===== src/rtl/serial_addr_decoder_if.sv =====
// Serial system bus between the granted master, the address decoder and the slaves.
// The slave modport is the decoder's view; the master modport is the driving side.
interface serial_addr_decoder_if #(
  parameter int NUM_SLAVES = 3
);
  logic                  mbgrant;
  logic                  mvalid;
  logic                  mwdata;
  logic                  svalid;
  logic                  mrdata;
  logic [NUM_SLAVES-1:0] mvalid_s;
  logic [NUM_SLAVES-1:0] svalid_s;
  logic [NUM_SLAVES-1:0] srdata_s;
  logic [NUM_SLAVES-1:0] ssel;
  logic                  dec_err;

  modport master (
    output mbgrant, mvalid, mwdata, svalid_s, srdata_s,
    input  svalid, mrdata, mvalid_s, ssel, dec_err
  );

  modport slave (
    input  mbgrant, mvalid, mwdata, svalid_s, srdata_s,
    output svalid, mrdata, mvalid_s, ssel, dec_err
  );
endinterface


===== src/rtl/serial_addr_decoder.sv =====
// Decodes the LSB-first slave ID heading each granted transaction into a registered one-hot select,
// then routes mvalid to that slave and muxes its read bit back with no added latency.
module serial_addr_decoder #(
  parameter int NUM_SLAVES = 3,
  parameter int ID_WIDTH   = 4
) (
  input  logic                   clk,
  input  logic                   rstn,
  serial_addr_decoder_if.slave   bus
);
  localparam int CW = $clog2(ID_WIDTH + 1);
  localparam logic [CW-1:0]       C_LAST = CW'(ID_WIDTH - 1);
  localparam logic [ID_WIDTH:0]   C_NS   = (ID_WIDTH + 1)'(NUM_SLAVES);

  typedef enum logic [1:0] {S_IDLE, S_ADDR, S_CONNECT, S_ERROR} state_t;

  state_t                r_state;
  logic [CW-1:0]         r_cnt;
  logic [ID_WIDTH-1:0]   r_id;
  logic [NUM_SLAVES-1:0] r_ssel;
  logic                  r_dec_err;

  logic [ID_WIDTH-1:0]   w_id_next;
  logic                  w_id_ok;
  logic [NUM_SLAVES-1:0] w_onehot;
  logic                  w_conn;

  // r_id is cleared on every IDLE entry, so OR-ing the bit into its slot is a clean LSB-first shift.
  assign w_id_next = r_id | (ID_WIDTH'(bus.mwdata) << r_cnt);
  assign w_id_ok   = ({1'b0, w_id_next} < C_NS);
  assign w_onehot  = NUM_SLAVES'(1) << w_id_next;

  always_ff @(posedge clk or negedge rstn) begin
    if (!rstn) begin
      r_state   <= S_IDLE;
      r_cnt     <= '0;
      r_id      <= '0;
      r_ssel    <= '0;
      r_dec_err <= 1'b0;
    end else begin
      r_dec_err <= 1'b0;
      if (!bus.mbgrant) begin
        r_state <= S_IDLE;
        r_cnt   <= '0;
        r_id    <= '0;
        r_ssel  <= '0;
      end else begin
        case (r_state)
          S_IDLE, S_ADDR: begin
            r_state <= S_ADDR;
            if (bus.mvalid) begin
              r_id  <= w_id_next;
              r_cnt <= r_cnt + CW'(1);
              if (r_cnt == C_LAST) begin
                if (w_id_ok) begin
                  r_ssel  <= w_onehot;
                  r_state <= S_CONNECT;
                end else begin
                  r_state   <= S_ERROR;
                  r_dec_err <= 1'b1;
                end
              end
            end
          end
          default: begin
            r_state <= r_state;
          end
        endcase
      end
    end
  end

  assign w_conn       = (r_state == S_CONNECT);
  assign bus.mvalid_s = w_conn ? (r_ssel & {NUM_SLAVES{bus.mvalid}}) : '0;
  assign bus.svalid   = w_conn & (|(bus.svalid_s & r_ssel));
  assign bus.mrdata   = w_conn & (|(bus.srdata_s & r_ssel));
  assign bus.ssel     = r_ssel;
  assign bus.dec_err  = r_dec_err;
endmodule


===== src/flat_wrapper.sv =====
// flat-port wrapper written by rule: the top's interface ports become plain ports
module serial_addr_decoder_flat 
#(
  parameter int NUM_SLAVES = 3,
  parameter int ID_WIDTH   = 4
)
  (clk, rstn, bus_mbgrant, bus_mvalid, bus_mwdata, bus_svalid_s, bus_srdata_s, bus_svalid, bus_mrdata, bus_mvalid_s, bus_ssel, bus_dec_err);
  serial_addr_decoder_if #(.NUM_SLAVES(NUM_SLAVES)) bus_i ();
  input  logic clk;
  input  logic rstn;
  input wire logic [$bits(bus_i.mbgrant)-1:0] bus_mbgrant;
  input wire logic [$bits(bus_i.mvalid)-1:0] bus_mvalid;
  input wire logic [$bits(bus_i.mwdata)-1:0] bus_mwdata;
  input wire logic [$bits(bus_i.svalid_s)-1:0] bus_svalid_s;
  input wire logic [$bits(bus_i.srdata_s)-1:0] bus_srdata_s;
  output wire logic [$bits(bus_i.svalid)-1:0] bus_svalid;
  output wire logic [$bits(bus_i.mrdata)-1:0] bus_mrdata;
  output wire logic [$bits(bus_i.mvalid_s)-1:0] bus_mvalid_s;
  output wire logic [$bits(bus_i.ssel)-1:0] bus_ssel;
  output wire logic [$bits(bus_i.dec_err)-1:0] bus_dec_err;
  assign bus_i.mbgrant = bus_mbgrant;
  assign bus_i.mvalid = bus_mvalid;
  assign bus_i.mwdata = bus_mwdata;
  assign bus_i.svalid_s = bus_svalid_s;
  assign bus_i.srdata_s = bus_srdata_s;
  assign bus_svalid = bus_i.svalid;
  assign bus_mrdata = bus_i.mrdata;
  assign bus_mvalid_s = bus_i.mvalid_s;
  assign bus_ssel = bus_i.ssel;
  assign bus_dec_err = bus_i.dec_err;
  serial_addr_decoder #(.NUM_SLAVES(NUM_SLAVES), .ID_WIDTH(ID_WIDTH)) u_core (.clk(clk), .rstn(rstn), .bus(bus_i));
endmodule

===== config.mk =====
export PLATFORM = sky130hd
export DESIGN_NAME = serial_addr_decoder_flat
export DESIGN_NICKNAME = d
export VERILOG_FILES = /design/src/rtl/serial_addr_decoder_if.sv /design/src/rtl/serial_addr_decoder.sv /design/src/flat_wrapper.sv
export SDC_FILE = /design/constraint.sdc
export NUM_CORES = 1
export LEC_CHECK = 0
export ABC_AREA = 1
export BUFFER_PORTS_ARGS = -buffer_cell sky130_fd_sc_hd__clkbuf_2
export CAP_MARGIN = 25
export CORE_MARGIN = 5
export CORE_UTILIZATION = 52
export CTS_BUF_LIST = sky130_fd_sc_hd__clkbuf_8
export DETAILED_ROUTE_END_ITERATION = 8
export GPL_TIMING_DRIVEN = 0
export PLACE_DENSITY_LB_ADDON = 0.25
export SYNTH_ARGS = -nofsm -noshare
export SYNTH_HDL_FRONTEND = slang
export SYNTH_SLANG_ARGS = --single-unit

===== constraint.sdc =====
create_clock -name clk -period 1.6 [get_ports clk]
set_clock_uncertainty 0.15 [all_clocks]
set_input_delay 0.24 -clock clk [delete_from_list [all_inputs] [get_ports clk]]
set_output_delay 0.24 -clock clk [all_outputs]
set_load 0.005 [all_outputs]

==> Yosys cells after proc, flatten, opt, wreduce, memory -nomap -nowiden <==
Index checks and enable logic that the tools add are counted.
{ "word_totals": {"reg_bits": 13, "latchBits": 0, "ramBits": 0, "rom_bits": 0, "output_inout_bits": 9, "word_cells": 50, "mem_count": 0} }
{ "classes": {"add_sub_neg": 1, "multipliers": 0, "n_div": 0, "order_cmp": 1, "eq_ne": 7, "n_shift": 2, "mux": 22, "bitwise_logic": 6, "reduce_logical": 6} }
{ "op_table": {"columns": ["op", "count"], "rows": [
  ["$mux 3", 9],
  ["$mux 4", 3],
  ["$and 3x3->3", 3],
  ["$mux 2", 4],
  ["$ne 2x1->1 const B", 4],
  ["$mux 1", 6],
  ["$reduce_or 3->1", 2],
  ["$lt 4x2->1 const B", 1],
  ["$or 4x4->4", 1],
  ["$reduce_and 4->1", 1],
  ["$shl 1x3->4", 1],
  ["$shl 1x4->3 const A", 1],
  ["$add 3x1->3 const B", 1],
  ["$eq 3x2->1 const B", 1],
  ["$and 1x1->1", 2],
  ["$eq 2x1->1 const B", 1],
  ["$eq 2x2->1 const B", 1],
  ["$logic_not 2->1", 1],
  ["$reduce_and 2->1", 1],
  ["$reduce_or 2->1", 1]
]} }

==> Logic depth before layout (Yosys ltp) <==
{ "logic_depth": {"word_depth": 8, "mapped_depth": 9} }

==> Least setup slack after synthesis <==
OpenSTA, ideal clock, no wires.
{ "synth_timing": {"kind": "reg-to-reg", "start": "reg u_core.r_cnt[0]", "end": "reg u_core.r_ssel[1], in the netlist u_core.bus.ssel[1]", "arrival_time_ns": 1.146, "slack_ns": 0.187, "stages_incl_launch_ff": 9, "n_path_buf": 0, "synth_period_minus_slack_ns": 1.413, "path_cell_list": "dfrtp_1 -> ha_1 -> ha_1 -> nand2_1 -> nor2_4 -> nand3_2 -> nand2_2 -> nand2_1 -> nand2_1"} }
{ "synth_via": {"elab_chain_len": 8} }
{ "synth_rtl": {"columns": ["element", "line", "source"], "rows": [
  ["from (decl)", "serial_addr_decoder.sv:18", "logic [CW-1:0] r_cnt;"],
  ["from (signal assigned)", "serial_addr_decoder.sv:53", "r_cnt <= r_cnt + CW'(1);"],
  ["parallel branches: the longest is 8 deep, another holds $lt 4x2->1", null, null],
  ["to (signal assigned)", "serial_addr_decoder.sv:56", "r_ssel <= w_onehot;"],
  ["to (decl)", "serial_addr_decoder.sv:20", "logic [NUM_SLAVES-1:0] r_ssel;"]
]} }
Parallel ways; which one is timed is not known. The select of a mux whose other input is x is not followed.
A chain may end at the register's enable or synchronous reset.

==> Final worst setup path <==
Same ends and word-level chain as after synthesis.

==> flow_results.org <==
** Hold path
- The startpoint identified for the worst hold timing path is bus_mbgrant.
- Hold Path Class :: primary input to flop

** Worst setup path
- Kind of end point of the critical path :: flop
- Startpoint type of the worst setup path :: flop
- For this design, the slowest cell found on the critical path is sky130_fd_sc_hd__dfrtp_1.
- Number of buffers and inverters on the critical path :: 0
- Arrival time at the worst endpoint :: 1.47 ns
- Highest net fanout along the worst path :: 4
- Counting stages on the worst path, the most repeated cell is sky130_fd_sc_hd__nand2_1.
- Startpoint of the lowest-slack register-to-register path :: u_core.r_cnt[0]
- Data on the critical path is required at its endpoint by 1.59 ns.
- Traced cell by cell, the critical path runs through ha_1 > ha_1 > nand2_1 > nor2_4 > nand3_2 > nand2_2 > nand2_1 > nand2_1.
- The worst setup path is of the flop to flop kind.
- Longest individual stage delay on the worst path :: 0.39 ns
- Dominant delay contributor by cell family on the critical path :: simple AND/OR/NAND/NOR gates
- The most critical setup path has its startpoint at u_core.r_cnt[0].

** STA
- Max-slew headroom at the worst pin :: 78.5%
- Shortest period the worst path allows :: 1.49 ns
- The count of final hold-check violations is 0.
- Period utilisation layout :: 92.8%
- Final number of setup-violating endpoints :: 0
- Upper clock frequency limit :: 673 MHz
- Worst-margin pin slew :: 0.323 ns
- Sum of negative setup slack :: 0 ns
- Setup repair after global routing left no endpoint under its margin.
- The number of pins with negative max-slew slack in the final report came to 0.

** Logic synthesis
- Unique masters post-synth :: 15
- The synthesized design contains 0 enable-type register cells.
- In the post-synthesis netlist, the biggest area contributors are sky130_fd_sc_hd__dfrtp_1 45%, sky130_fd_sc_hd__nand2_1 14%, sky130_fd_sc_hd__inv_1 6.7%.
- The average instance in the mapped netlist occupies 7.47 um2.
- Portion of the post-synthesis area used by sequential elements :: 44.9%
- Synthesis-stage register bit count :: 13
- Synth top area share :: 44.9%
- Net count after synthesis :: 110
- The commonest cells after synthesis are 27 x sky130_fd_sc_hd__nand2_1, 13 x sky130_fd_sc_hd__dfrtp_1, 13 x sky130_fd_sc_hd__inv_1, 10 x sky130_fd_sc_hd__nor2_1, 9 x sky130_fd_sc_hd__nand3_1.
- In the synthesized netlist the async set-or-reset flop fraction comes to 100%.
- Netlist area before placement :: 724 um2
- The synthesized design spends more area on one cell type than any other, namely sky130_fd_sc_hd__dfrtp_1.
- Synthesis produced 97 cells.
- Most instantiated flip-flop cell in the synthesis netlist :: sky130_fd_sc_hd__dfrtp_1
- The Yosys step of the flow raised 0 warnings.
- By instance count, the leading cell after synthesis is sky130_fd_sc_hd__nand2_1.

** CTS
- The cell sitting at the root of the clock tree is a sky130_fd_sc_hd__clkbuf_8.
- The clock passes through at most 2 buffers.
- For the worst-skew pair, the clock arrives at the later sink with an insertion delay of 0.24 ns.
- H-tree depth reported by CTS :: 1
- The clock drives 13 sinks.
- TritonCTS clock tree :: yes
- Inserted Clock Buffers :: 3
- Register clock-pin slew on the reported worst setup and hold paths :: 0.05 ns

** Routing
- Using the TritonRoute via totals, the vias-per-cell ratio works out to 4.93.
- Remaining number of nets flagged by the antenna check after routing :: 0
- The routed design has 1640 um of wire.
- Initial DRC count :: 17
- # DRC :: 0
- After detailed routing, the average wire length per cell comes to 11.9 um.
- Number of optimization iterations in the first detailed-route pass :: 4
- The detailed router placed 681 vias in this run.

** Placed design
- Detail Placement HPWL :: 1220 um
- Count of placed standard cells including taps :: 130
- Final estimated routing congestion in global placement :: 0.825
- Number of port buffers :: 18

** Global routing
- After global routing the overflow that remains totals 0.
- Global route hottest layer :: met2
- Entering global routing, the biggest net connects 14 pins.
- Wire length of the first global-routing pass :: 2740 um
- Met3 Use GR :: 3.45%
- The initial antenna violation count came to 0.
- In the global route stage, overall resource usage came out at 17.7%.
- Met1 Use GR :: 20.9%
- Global routing usage on met2 :: 30.5%
- Via count of the first global-routing pass :: 685

** Floorplanning
- The floorplan step defined a die boundary enclosing 2240 um2.
- Standard-cell row count :: 13
- From left edge to right edge, the die measures 47.3 um.
- Core Region :: 1320 um2
- Effective utilization at floorplan :: 55.0%
- The die is 47.3 um tall.
- Number of ports placed on the die boundary :: 20

** Layout
- Diodes inserted :: 0
- Final Non-Filler Cells :: 138
- Fraction of layout cells with a size suffix above 1 :: 32.5%
- After the last flow step, the layout net total stands at 137.
- Area Growth Syn to Fin :: 26.9%

** Run status
- Run status :: complete, no violations

** Power and ir drop
- In this run the static leakage power is 0.000509 uW.
- For this design the ratio of total power to cell area is 823 nW/um2.
- VDD sags by at most 0.000638 V.

** Flow run
- Maxcap violations :: 0
-- cell type report --
class | count | area, um2
Buffer | 1 | 7.51
Clock buffer | 3 | 41.3
Clock inverter | 1 | 5.00
Fill cell | 106 | 398
Inverter | 16 | 60.1
Multi-Input combinational cell | 67 | 339
Sequential cell | 13 | 325
Tap cell | 15 | 18.8
Timing Repair Buffer | 22 | 123
-- layout by cell type, fill, tap and decap left out --
master,synthesis,routed
sky130_fd_sc_hd__a21oi_1,3,3
sky130_fd_sc_hd__buf_4,1,4
sky130_fd_sc_hd__clkbuf_2,0,18
sky130_fd_sc_hd__clkbuf_8,0,3
sky130_fd_sc_hd__clkinv_2,0,1
sky130_fd_sc_hd__dfrtp_1,13,13
sky130_fd_sc_hd__dlygate4sd3_1,0,1
sky130_fd_sc_hd__ha_1,2,2
sky130_fd_sc_hd__inv_1,13,13
sky130_fd_sc_hd__inv_2,3,3
sky130_fd_sc_hd__nand2_1,27,27
sky130_fd_sc_hd__nand2_2,5,5
sky130_fd_sc_hd__nand3_1,9,9
sky130_fd_sc_hd__nand3_2,2,2
sky130_fd_sc_hd__nor2_1,10,9
sky130_fd_sc_hd__nor2_2,2,2
sky130_fd_sc_hd__nor2_4,1,2
sky130_fd_sc_hd__o21ai_0,4,4
sky130_fd_sc_hd__o22ai_1,2,2
-- layer usage --
layer / part of all wire (%) / vias to the layer above
met1: 44 / 310
met2: 49 / 15
met3: 4.9 / 5
li1: - / 351
met5: 0 / -
met4: 1.6 / 0
-- where the power goes --
part	internal, uW	leakage, uW	switching (uW)
sequential	343	0.000176	10.7
clock	172	0.0000255	121
combinational	42.9	0.000307	67.2
total	558	0.000509	199
-- final timing paths --
check                      cells after the start  slack (ns)                 end
setup / recovery                               8        0.11  u_core.bus.ssel[1]
max in group asynchronous                      2        0.78  u_core.bus.ssel[1]
hold / removal                                 3        0.14  u_core.bus.dec_err
setup reg to reg                               8        0.11  u_core.bus.ssel[1]
min in group asynchronous                      2        0.28      u_core.r_id[2]
hold reg to reg                                2        0.40   u_core.r_state[0]
-- worst min-delay path, cell delays in order --
cell                      delay [ns]
sky130_fd_sc_hd__buf_4          0.15
sky130_fd_sc_hd__nand2_1        0.07
sky130_fd_sc_hd__a21oi_1        0.04
-- flip-flops by register name, summed over array words and instances, names as in the netlist --
| register | flops |
|---|---|
| u_core.r_state | 2 |
| u_core.bus.dec_err | 1 |
| u_core.r_cnt | 3 |
| u_core.r_id | 4 |
| u_core.bus.ssel | 3 |
-- kinds of logic after synthesis --
family / share of synthesized area (%)
simple gates: 35.8
buf+inv: 9.33
flops: 44.9
compound gates: 6.56
fa+ha+maj: 3.45
-- per-stage QoR --
step	hold WS (ns)	setup WS [ns]	power, uW	cell area [um2]	utilization [%]
global route	0.153	0.00986	795	920	69.8
detailed placement	0.00138	0.0864	457	833	63.2
finish	0.140	0.115	757	920	69.8
CTS	0.135	0.0162	752	892	67.7
global placement	-0.00116	0.114	453	833	63.2
floorplan	-0.206	0.187	420	724	-
-- repair_timing --
action / CTS / global route
hold buffers: 1 / 0
buffers inserted: 0 / 3
endpoints found under the setup margin: 3 / 5
pin swaps: 0 / 0
endpoints found under the hold margin: 13 / 0
gates resized for setup: 1 / 1
Note: power is estimated with default switching activity, not from simulation.
